[src/rtl/imm_gen_stage.sv]
// Registered immediate generator: decodes the RV32I/RV64I immediate format, sign-extends
// to XLEN and queues the result in a 2-entry skid FIFO; tallies illegal formats.
module imm_gen_stage #(
    parameter int XLEN        = 32,
    parameter int AUTO_DECODE = 1,
    parameter int CNT_W       = 8
) (
    input  logic             clk,
    input  logic             reset,
    input  logic             in_valid,
    output logic             in_ready,
    input  logic [31:0]      instr,
    input  logic [2:0]       imm_src,
    output logic             out_valid,
    input  logic             out_ready,
    output logic [XLEN-1:0]  imm_ext,
    output logic [2:0]       imm_fmt,
    output logic             illegal,
    output logic [CNT_W-1:0] illegal_cnt
);

    // Handshake: a beat transfers on a rising edge where valid && ready are both high;
    // the producer holds its payload while valid && !ready.

    localparam logic [2:0] FMT_I = 3'b000;
    localparam logic [2:0] FMT_S = 3'b001;
    localparam logic [2:0] FMT_B = 3'b010;
    localparam logic [2:0] FMT_J = 3'b011;
    localparam logic [2:0] FMT_U = 3'b100;
    localparam logic [2:0] FMT_Z = 3'b101;
    localparam logic [2:0] FMT_R = 3'b110;
    localparam logic [2:0] FMT_X = 3'b111;

    typedef struct packed {
        logic [XLEN-1:0] imm;
        logic [2:0]      fmt;
        logic            ill;
    } entry_t;

    logic [2:0]  auto_fmt;
    logic [2:0]  fmt;
    logic [31:0] imm32;
    entry_t      new_entry;
    logic        unused_instr_bits;

    entry_t           mem_q [2];
    logic             wr_ptr_q, rd_ptr_q;
    logic [1:0]       count_q, count_d;
    logic             in_ready_q, in_ready_d;
    logic [CNT_W-1:0] cnt_q, cnt_d;
    logic             push, pop;

    // funct3 bits other than instr[14] never influence the immediate.
    assign unused_instr_bits = ^instr[13:12];

    always_comb begin
        auto_fmt = FMT_X;
        case (instr[6:0])
            7'b0000011, 7'b0010011, 7'b1100111: auto_fmt = FMT_I;
            7'b1110011:                         auto_fmt = instr[14] ? FMT_Z : FMT_I;
            7'b0100011:                         auto_fmt = FMT_S;
            7'b1100011:                         auto_fmt = FMT_B;
            7'b1101111:                         auto_fmt = FMT_J;
            7'b0110111, 7'b0010111:             auto_fmt = FMT_U;
            7'b0110011:                         auto_fmt = FMT_R;
            default:                            auto_fmt = FMT_X;
        endcase
    end

    assign fmt = (AUTO_DECODE != 0) ? auto_fmt : imm_src;

    always_comb begin
        imm32 = '0;
        case (fmt)
            FMT_I: imm32 = {{20{instr[31]}}, instr[31:20]};
            FMT_S: imm32 = {{20{instr[31]}}, instr[31:25], instr[11:7]};
            FMT_B: imm32 = {{19{instr[31]}}, instr[31], instr[7], instr[30:25], instr[11:8], 1'b0};
            FMT_J: imm32 = {{11{instr[31]}}, instr[31], instr[19:12], instr[20], instr[30:21], 1'b0};
            FMT_U: imm32 = {instr[31:12], 12'b0};
            FMT_Z: imm32 = {27'b0, instr[19:15]};
            default: imm32 = '0;
        endcase
    end

    // Every format's bit 31 is already its sign (zero for Z/R/illegal), so one widening
    // cast covers the XLEN=64 extension, including U.
    always_comb begin
        new_entry     = '0;
        new_entry.imm = XLEN'($signed(imm32));
        new_entry.fmt = fmt;
        new_entry.ill = (fmt == FMT_X);
    end

    assign push = in_valid && in_ready_q;
    assign pop  = out_valid && out_ready;

    always_comb begin
        count_d    = count_q + {1'b0, push} - {1'b0, pop};
        in_ready_d = (count_d != 2'd2);
        cnt_d      = cnt_q;
        if (push && new_entry.ill && (cnt_q != '1)) begin
            cnt_d = cnt_q + CNT_W'(1);
        end
    end

    always_ff @(posedge clk or posedge reset) begin
        if (reset) begin
            for (int i = 0; i < 2; i++) begin
                mem_q[i] <= '0;
            end
            wr_ptr_q   <= 1'b0;
            rd_ptr_q   <= 1'b0;
            count_q    <= 2'd0;
            in_ready_q <= 1'b0;
            cnt_q      <= '0;
        end else begin
            if (push) begin
                mem_q[wr_ptr_q] <= new_entry;
                wr_ptr_q        <= ~wr_ptr_q;
            end
            if (pop) begin
                rd_ptr_q <= ~rd_ptr_q;
            end
            count_q    <= count_d;
            in_ready_q <= in_ready_d;
            cnt_q      <= cnt_d;
        end
    end

    assign in_ready    = in_ready_q;
    assign out_valid   = (count_q != 2'd0);
    assign imm_ext     = mem_q[rd_ptr_q].imm;
    assign imm_fmt     = mem_q[rd_ptr_q].fmt;
    assign illegal     = mem_q[rd_ptr_q].ill;
    assign illegal_cnt = cnt_q;

endmodule

[config.mk]
export PLATFORM = sky130hd
export DESIGN_NAME = imm_gen_stage
export DESIGN_NICKNAME = d
export VERILOG_FILES = /design/src/rtl/imm_gen_stage.sv
export SDC_FILE = /design/constraint.sdc
export NUM_CORES = 1
export LEC_CHECK = 0
export BUFFER_PORTS_ARGS = -buffer_cell sky130_fd_sc_hd__buf_2
export CORE_MARGIN = 5
export CORE_UTILIZATION = 50
export CTS_BUF_LIST = sky130_fd_sc_hd__clkbuf_4
export DETAILED_ROUTE_END_ITERATION = 12
export PLACE_DENSITY = 0.75
export RECOVER_POWER = 50
export SLEW_MARGIN = 20
export SYNTH_ARGS = -nofsm -noshare
export SYNTH_HDL_FRONTEND = slang
export SYNTH_SLANG_ARGS = --single-unit
[constraint.sdc]
create_clock -name clk -period 3.1 [get_ports clk]
set_input_delay 0.155 -clock clk [delete_from_list [all_inputs] [get_ports clk]]
set_output_delay 0.155 -clock clk [all_outputs]
set_load 0.05 [all_outputs]
Word level (Yosys, flattened, before mapping)
Index checks and enable logic that the tools add are counted.
- bits in registers: 85
- latch bits: 0
- memory bits (writable): 0
- ROM bits: 0
- input bits: 39
- memories: 0
- add/subtract/negate cells: 3
- multiply operators: 0
- div/mod/pow operators: 0
- $lt $le $gt $ge: 3
- equal/unequal tests: 18
- shifts and indexed selects: 0
- muxes and demuxes: 9
- bitwise gates (word level): 4
- reductions and logical operators: 9
- operators by type and width (kind ; number):
    32-bit case mux with 6 select lines ; 1
    36-bit 2-to-1 mux ; 4
    72-bit bitwise mux ; 1
    36-bit demux with 1-bit select ; 1
    7-bit == test, second input constant ; 4
    7-bit by 6-bit == test with 1-bit output, second input constant ; 3
    3-bit case mux with 7 select lines ; 1
    7-bit by 5-bit == test with 1-bit output, second input constant ; 2
    3-bit == test, second input constant ; 3
    8-bit by 1-bit adder with 8-bit output, second input constant ; 1
    8-bit inequality test, second input constant ; 1
    7-bit by 2-bit == test with 1-bit output, second input constant ; 1
    3-bit by 2-bit == test with 1-bit output, second input constant ; 2
    1-bit logical AND ; 5
    2-bit greater-or-equal comparator, second input constant ; 2
    1-bit NOT with 2-bit output ; 2
    3-bit by 1-bit == test with 1-bit output, second input constant ; 1
    3-bit zero test ; 1
    3-bit 2-to-1 mux ; 1
    3-bit OR reduction ; 1
    2-bit by 1-bit adder with 2-bit output ; 1
    2-bit by 1-bit < comparator with 1-bit output, second input constant ; 1
    2-bit inequality test, second input constant ; 1
    1-bit NOT ; 2
    other kinds (3) ; 3

Depth between registers and ports, before layout
Gate-level depths: netlist of run 1.
- word-level depth: 6
- gate-level depth with buffers: 8

Least setup slack after synthesis of run 1
OpenSTA, ideal clock, no wires.
- path type: register to register
- start: register count_q[1]
- end: register in_ready_q, in the netlist in_ready
- library setup time: 0.123 ns
- arrival: 1.851 ns
- data required time: 2.977 ns
- slack: 1.126 ns
- stages on the path, launching flop included: 9
- path buffers: 0
- path through: dfrtp_1 > or2_2 > and2_1 > ha_1 > inv_1 > ha_1 > xnor2_1 > xnor2_1 > nand2b_1
- word-level cells in the longest chain between the ends: 4
- elaborated cells on any way between the ends: 5
- those cells by class: add/sub: 2; eq/ne: 1; reduce/logical: 2
- ends and longest elaborated chain (item ; RTL line ; text):
    start, declared ; 48 ; logic [1:0] count_q, count_d;
    start signal, assigned ; 124 ; count_q <= count_d;
    2-bit nonzero test ; 131 ; assign out_valid = (count_q != 2'd0);
    net out_valid ; 14 ; output logic out_valid,
    1-bit logical AND ; 95 ; assign pop = out_valid && out_ready;
    net pop ; 51 ; logic push, pop;
    2-bit by 1-bit subtractor with 2-bit output ; 98 ; count_d = count_q + {1'b0, push} - {1'b0, pop};
    net count_d[1] ; 48 ;
    2-bit inequality test ; 99 ; in_ready_d = (count_d != 2'd2);
    net in_ready_d ; 49 ; logic in_ready_q, in_ready_d;
    end signal, assigned ; 125 ; in_ready_q <= in_ready_d;
    end, declared ; 49 ;
The timed path passes the listed nets, and every way through them passes these cells.
A chain may end at the register's enable or synchronous reset.

Final worst setup path of run 1
- start: input instr[14]
- end: register mem_q[61] (netlist name)
- word-level cells in the longest chain between the ends: 5
- elaborated cells on any way between the ends: 10
- those cells by class: eq/ne: 5; mux: 4; reduce/logical: 1
- ends and longest elaborated chain (item ; RTL line ; text):
    start, declared ; 12 ; input logic [31:0] instr,
    3-bit 2-to-1 mux * ; 60 ; 7'b1110011: auto_fmt = instr[14] ? FMT_Z : FMT_I;
    3-bit case mux with 7 select lines * ; 58 ; case (instr[6:0])
    3-bit == test (tied with other cells) ; 74 ; case (fmt)
    32-bit case mux with 6 select lines * ; 74 ;
    72-bit bitwise mux * ; 118 ; mem_q[wr_ptr_q] <= new_entry;
    end signal, assigned by index ; 118 ;
    end, declared ; 46 ; entry_t mem_q [2];
Every way passes the cells marked *; elsewhere a longest branch is shown, timed or not.

==> results.cfg, run 1 <==
[run_status]
outcome = finished with violations
violations = max-capacitance violations, max-slew violations

[floorplanning]
num_rows = 33
core_area_um2 = 8300
start_util_pct = 51.8
dieArea_um2 = 10500
die_h_um = 103
ios = 85
fp.dieW_um = 103

[power_and_ir_drop]
swShare_pct = 49.8
p_sw_w = 0.00284
ir_worst_vdd_v = 0.000754
p_int_w = 0.00286
power_frac_seq_pct = 32.7
combPwrFrac_pct = 54.6
leakage_nw = 2.26
clock_power_share_pct = 12.6
power_density_nw_per_um2 = 1130

[global_routing]
grt_pass1_wl_um = 17200
grt_use_total_pct = 20.8
grt_pass1_vias = 3514
grt_max_degree = 50
antenna_found_initial = 0
grt_overflow = 0

[route]
wl_um = 10500
drt_iter0_markers = 139
drc_errors = 0
drt_first_pass_iters = 4
wl_per_cell_um = 16.5
drtAntennaViolNets = 0
vias = 3529
via_per_inst = 5.57

[finish]
area_delta_synth_final_pct = 17.9
nets = 566
diodes = 0
drive_gt1_share_pct = 29.1

[hold_path]
hold_path_class = primary input to register
hp-start = instr[24]
whs_path_depth = 3
hold_end = mem_q[64]

[yosys]
synthCells = 431
yosys_warnings = 0
synth.yosys.seq_area_share_pct = 49.5
synth_area_per_cell_um2 = 9.97
ys_ff_latch = 85
ys.flop_type = dfrtp_1
synth_fp_nets = 473
synth-async-reset-ratio_pct = 100
synth_edf_count = 0
ys_types = 49
syn_area_um2 = 4300

[critical_path]
cp.arrival_ns = 2.82
crit_required_ns = 3.46
cp-start-kind = primary input
critPathKind = primary input to register
timing.rr.end = mem_q[56]
crit_path_end_kind = register
reg2reg_from = in_ready
r2r_cells = 4
r2r_slack_ns = 0.93
path_max_fanout = 11

[clocking]
cts.sinks = 85
htree_num_levels = 3
clk_latency_ns = 0.43
cts-buffers-inserted = 9
clkTransAtPathRegs_ns = 0.13
cts_tree = done
clockRootBuffer = clkbuf_4
clk_path_buf_depth = 2
cts.repair.resized = 0

[placed_design]
gp_congestion = 0.821
io_buffers = 81
hpwl_um = 7290

[timing]
finClkSkew_ns = 0.0132
maxSlewHeadroom_pct = -43.8
tns_ns = 0
period_needed_ns = 2.46
hold_viol = 0
slew_violations = 62
min_period_over_period_pct = 79.3
rsz0062_at_grt = false
hold_ws_ns = 0.0283
worst_slew_pin_slew_ns = 2.15
finalSetupViolCount = 0
max_freq_mhz = 407

[run]
max-cap-violations = 2
cell usage in the layout, fill, tap and decap left out, types with 2 or more instances in the layout:
cell type / Yosys / final
a211oi_1: 10 / 10
a21o_1: 3 / 3
a21oi_1: 32 / 32
a21oi_2: 12 / 12
a22o_1: 4 / 4
and2_1: 4 / 3
and3_1: 2 / 2
and4_1: 5 / 5
buf_2: 9 / 70
buf_4: 2 / 7
bufinv_16: 0 / 2
clkbuf_1: 11 / 11
clkbuf_4: 0 / 10
clkinvlp_4: 0 / 2
dfrtp_1: 85 / 85
dlygate4sd3_1: 0 / 18
ha_1: 3 / 3
inv_1: 4 / 3
mux2_2: 36 / 36
nand2_1: 58 / 58
nand2b_1: 4 / 4
nand3_1: 2 / 2
nand4_1: 6 / 6
nor2_1: 57 / 58
nor3_1: 18 / 19
o21ai_0: 25 / 25
or2_2: 2 / 2
xnor2_1: 7 / 7
xor2_1: 3 / 3
per-stage QoR:
stage / total power, W / std cells / area (um^2) / util, % / setup WS [ns]
finish: 0.00570 / 634 / 5060 / 61.0 / 0.642
global route: 0.00605 / 634 / 5060 / 61.0 / 0.463
CTS: 0.00577 / 634 / 5100 / 61.5 / 0.764
detailed placement: 0.00503 / 600 / 4760 / 57.3 / 1.06
global placement: 0.00495 / 600 / 4760 / 57.3 / 1.12
floorplan: 0.00435 / 431 / 4300 / - / 0.752
worst max path at each step:
| stage | from | to | slack [ns] | cells past startpoint |
|---|---|---|---|---|
| final | instr[14] | mem_q[61] | 0.64 | 7 |
| after CTS | rd_ptr_q | imm_ext[4] | 0.76 | 3 |
| after global placement | in_ready | mem_q[61] | 1.12 | 4 |
| after floorplan | reset | count_q[0] | 0.75 | 1 |
| after detailed placement | instr[4] | mem_q[33] | 1.06 | 7 |
| after global routing | instr[14] | mem_q[30] | 0.46 | 8 |
state kept, by name, indices dropped and copies added, names as in the netlist:
| register | flops |
|---|---|
| count_q | 2 |
| illegal_cnt | 8 |
| in_ready | 1 |
| mem_q | 72 |
| rd_ptr_q | 1 |
| wr_ptr_q | 1 |
cell families after synthesis:
kind of cell               Yosys count  share of synthesized area, %
and+or+nand+nor                    169                          18.9
xor gates and xnor gates            10                          2.04
DFF                                 85                          49.5
muxes                               37                          9.79
adders and majority gates            3                         0.874
buffers and inverters               29                          3.50
AOI/OAI and AO/OA                   98                          15.4
layout make-up:
type / count / area [um^2]
clock buffers: 10 / 75.1
clock inverters: 6 / 87.6
fillers: 733 / 3240
inverters: 4 / 16.3
multi-input cells: 317 / 2000
flip-flops and latches: 85 / 2130
well taps: 105 / 131
repair buffers: 107 / 629
power by group through the flow:
| stage | clock, W | sequential [W] | combinational, W |
|---|---|---|---|
| finish | 0.000720 | 0.00187 | 0.00312 |
| detailed placement | 0 | 0.00189 | 0.00314 |
| global placement | 0 | 0.00186 | 0.00309 |
| floorplan | 0 | 0.00195 | 0.00240 |
| global route | 0.000781 | 0.00193 | 0.00334 |
| CTS | 0.000737 | 0.00187 | 0.00317 |
repair_timing:
item / in CTS / in global routing
hold buffers: 18 / 0
endpoints found under the setup margin: 0 / 0
hold endpoints to repair: 82 / 0
buffers inserted: 0 / 0
cell usage after synthesis, types with 4 or more instances:
library cell  instances  area share, %
a211oi_1             10            1.7
a21oi_1              32            3.7
a21oi_2              12            2.4
a22o_1                4           0.82
and2_1                4           0.58
and4_1                5            1.0
buf_2                 9            1.0
clkbuf_1             11           0.96
dfrtp_1              85             50
inv_1                 4           0.35
mux2_2               36            9.4
nand2_1              58            5.1
nand2b_1              4           0.58
nand4_1               6           0.87
nor2_1               57            5.0
nor3_1               18            2.1
o21ai_0              25            2.9
xnor2_1               7            1.4
layer usage:
| layer | wire length [um] | up-vias | global-route usage (%) |
|---|---|---|---|
| met4 | 187 | 0 | 6.26 |
| met1 | 4780 | 1708 | 28.2 |
| met5 | 0 | - | 0 |
| met2 | 4860 | 117 | 34.4 |
| met3 | 661 | 15 | 3.52 |
| li1 | - | 1689 | - |
worst max-delay path, cell delays in order:
cell           delay (ns)
dlygate4sd3_1        0.53
clkbuf_1             0.14
nand2b_1             0.11
a2111oi_2            0.07
nor3_1               1.21
a21oi_4              0.37
a21oi_1              0.23
No activity file was read; power rests on OpenSTA's default activity.
==> inputs of run 2 (changes only) <==
- ABC_AREA: unset -> 1
- clock period: 3.1 -> 2.3 ns (I/O delays scaled with it)
==> run 2 against run 1 <==
  * The flow now finishes without violations
  * Routed wire length is 0.21% lower
  * Synthesized cell count is 39% higher
  * Die area is 1.6% higher
  * Setup slack worse by 0.41 ns
  * Largest cell class unchanged
  * Via count is 12% higher
  * Count of clock-buffer cells in the layout is 1 higher
  * Critical path type is now register to output pin
==> results.cfg, run 2 <==
[run_status]
outcome = finished, final reports clean

[clocking]
clk_latency_ns = 0.41
cts-buffers-inserted = 9
cts_tree = done
cts.sinks = 85
clockRootBuffer = clkbuf_4
htree_num_levels = 3
clk_path_buf_depth = 2
clkTransAtPathRegs_ns = 0.13

[timing]
tns_ns = 0
finClkSkew_ns = 0.0111
hold_viol = 0
finalSetupViolCount = 0
min_period_over_period_pct = 90.0
period_needed_ns = 2.07
hold_ws_ns = 0.0291
max_freq_mhz = 483
rsz0062_at_grt = false
worst_slew_pin_slew_ns = 1.03
maxSlewHeadroom_pct = 31.1
slew_violations = 0

[finish]
drive_gt1_share_pct = 16.7
final-seq-area_um2 = 2130
multi_input_area_um2 = 1900
area_delta_synth_final_pct = 15.1
diodes = 0
fill_cells = 835
layout_commonest_cell = nand2_1
largest_reg_flops = 72
final_area_um2 = 5030
postLayoutCoreUtil_pct = 58.2
nets = 720
final_cell_mix = nand2_1, dfrtp_1, buf_2
top_register = mem_q

[placed_design]
gp_congestion = 0.912
io_buffers = 81
post_dp_cell_area_um2 = 4900
hpwl_um = 7370

[yosys]
ys.flop_type = dfrtp_1
synthXorXnorAreaFrac_pct = 2.00
synth_fa_ha_area_share_pct = 0.859
synth_edf_count = 0
syn_area_um2 = 4370
synthTopCellsByCount = nand2_1, dfrtp_1, o21ai_0
yosysTopAreaCell = dfrtp_1
ys_types = 31
yosys-top-cells-area = dfrtp_1, nand2_1, o21ai_0
synthMuxAreaShare_pct = 0
synth.yosys.seq_area_share_pct = 48.7
yosys_warnings = 0
synth_fp_nets = 640
synth-async-reset-ratio_pct = 100
yosys.area_share.simple_pct = 30.5
synthCells = 598
synth.most_common_cell = nand2_1
synth_area_per_cell_um2 = 7.31
synth-compound-area-share_pct = 10.1
ys_ff_latch = 85
synth_top_family_by_area = simple AND/OR/NAND/NOR gates
synth_top_area_share_pct = 48.7

[power_and_ir_drop]
ir_worst_vdd_v = 0.000810
leakage_nw = 2.79
power_density_nw_per_um2 = 1040
power_frac_seq_pct = 39.1
swShare_pct = 48.0
p_int_w = 0.00271
p_sw_w = 0.00250
clock_power_share_pct = 16.4
combPwrFrac_pct = 44.5
power_w = 0.00521

[global_routing]
grt_pass1_wl_um = 17700
grt_max_degree = 48
grt_overflow = 0
grt_pass1_vias = 3924
antenna_found_initial = 0
grt_use_total_pct = 20.9

[route]
wl_per_cell_um = 13.2
drc_errors = 0
drt_first_pass_iters = 5
wl_um = 10500
via_per_inst = 5.00
drt_iter0_markers = 206
vias = 3957
drtAntennaViolNets = 0

[critical_path]
path_max_fanout = 18
critPathKind = register to output pin
cp.arrival_ns = 1.96
crit_required_ns = 2.18
crit_path_end_kind = output pin
cp-start-kind = register

[run]
max-cap-violations = 0

[floorplanning]
die_h_um = 103
start_util_pct = 50.6
num_rows = 34
ios = 85
core_area_um2 = 8640
fp.dieW_um = 103
dieArea_um2 = 10700

[hold_path]
hold_path_class = primary input to register
-- run 2: logic make-up after synthesis --
| kind of cell | Yosys count |
|---|---|
| adders and majority gates | 3 |
| xor gates and xnor gates | 10 |
| and+or+nand+nor | 325 |
| AOI/OAI and AO/OA | 86 |
| buffers and inverters | 89 |
| DFF | 85 |
-- run 2: cell type report --
type	count	share of cell area, %
Timing Repair Buffer	93	9.53
Tap cell	108	2.69
Inverter	65	4.88
Clock inverter	5	1.22
Sequential cell	85	42.3
Clock buffer	11	1.64
Multi-Input combinational cell	424	37.8
-- run 2: path summary, 6_finish.rpt --
| kind | slack [ns] | startpoint | endpoint | cells past startpoint |
|---|---|---|---|---|
| max | 0.23 | rd_ptr_q | imm_ext[0] | 5 |
| min | 0.03 | instr[26] | mem_q[10] | 5 |
| max reg2reg | 0.39 | count_q[1] | in_ready | 8 |
| min reg2reg | 0.49 | mem_q[28] | mem_q[28] | 2 |
| max in group asynchronous | 0.66 | reset | mem_q[0] | 4 |
| min in group asynchronous | 0.27 | reset | mem_q[28] | 3 |
-- run 2: power groups by stage --
stage	clock network [W]	logic [W]	registers (W)
3_5_place_dp	0	0.00237	0.00207
3_3_place_gp	0	0.00233	0.00205
5_1_grt	0.000940	0.00255	0.00208
2_1_floorplan	0	0.00160	0.00224
4_1_cts	0.000874	0.00238	0.00204
6_report	0.000857	0.00232	0.00203
-- run 2: routing by layer --
layer / vias up / GRT usage, % / part of all wire, % / wire length [um]
met2: 110 / 36.0 / 49 / 5170
met4: 0 / 5.98 / 1.4 / 150
met3: 16 / 3.42 / 6.6 / 692
met5: - / 0 / 0 / 0
met1: 1820 / 27.3 / 43 / 4460
li1: 2011 / - / - / -
-- run 2: through the flow --
stage               instances  setup slack (ns)
global route              791            0.0296
finish                    791             0.229
CTS                       791             0.212
detailed placement        772             0.395
global placement          772             0.461
floorplan                 598             0.323
-- run 2: timing repair --
action                    4_1_cts  5_1_grt
setup buffers                   0        0
hold endpoints to repair       58        0
hold buffers                    3        0
resized for setup               0        0
-- run 2: worst max-delay path: stages, from the launching register on --
cell      delay, ns
dfrtp_1        0.37
buf_4          0.19
clkinv_1       0.48
nand2_1        0.18
nand2_1        0.10
buf_2          0.22
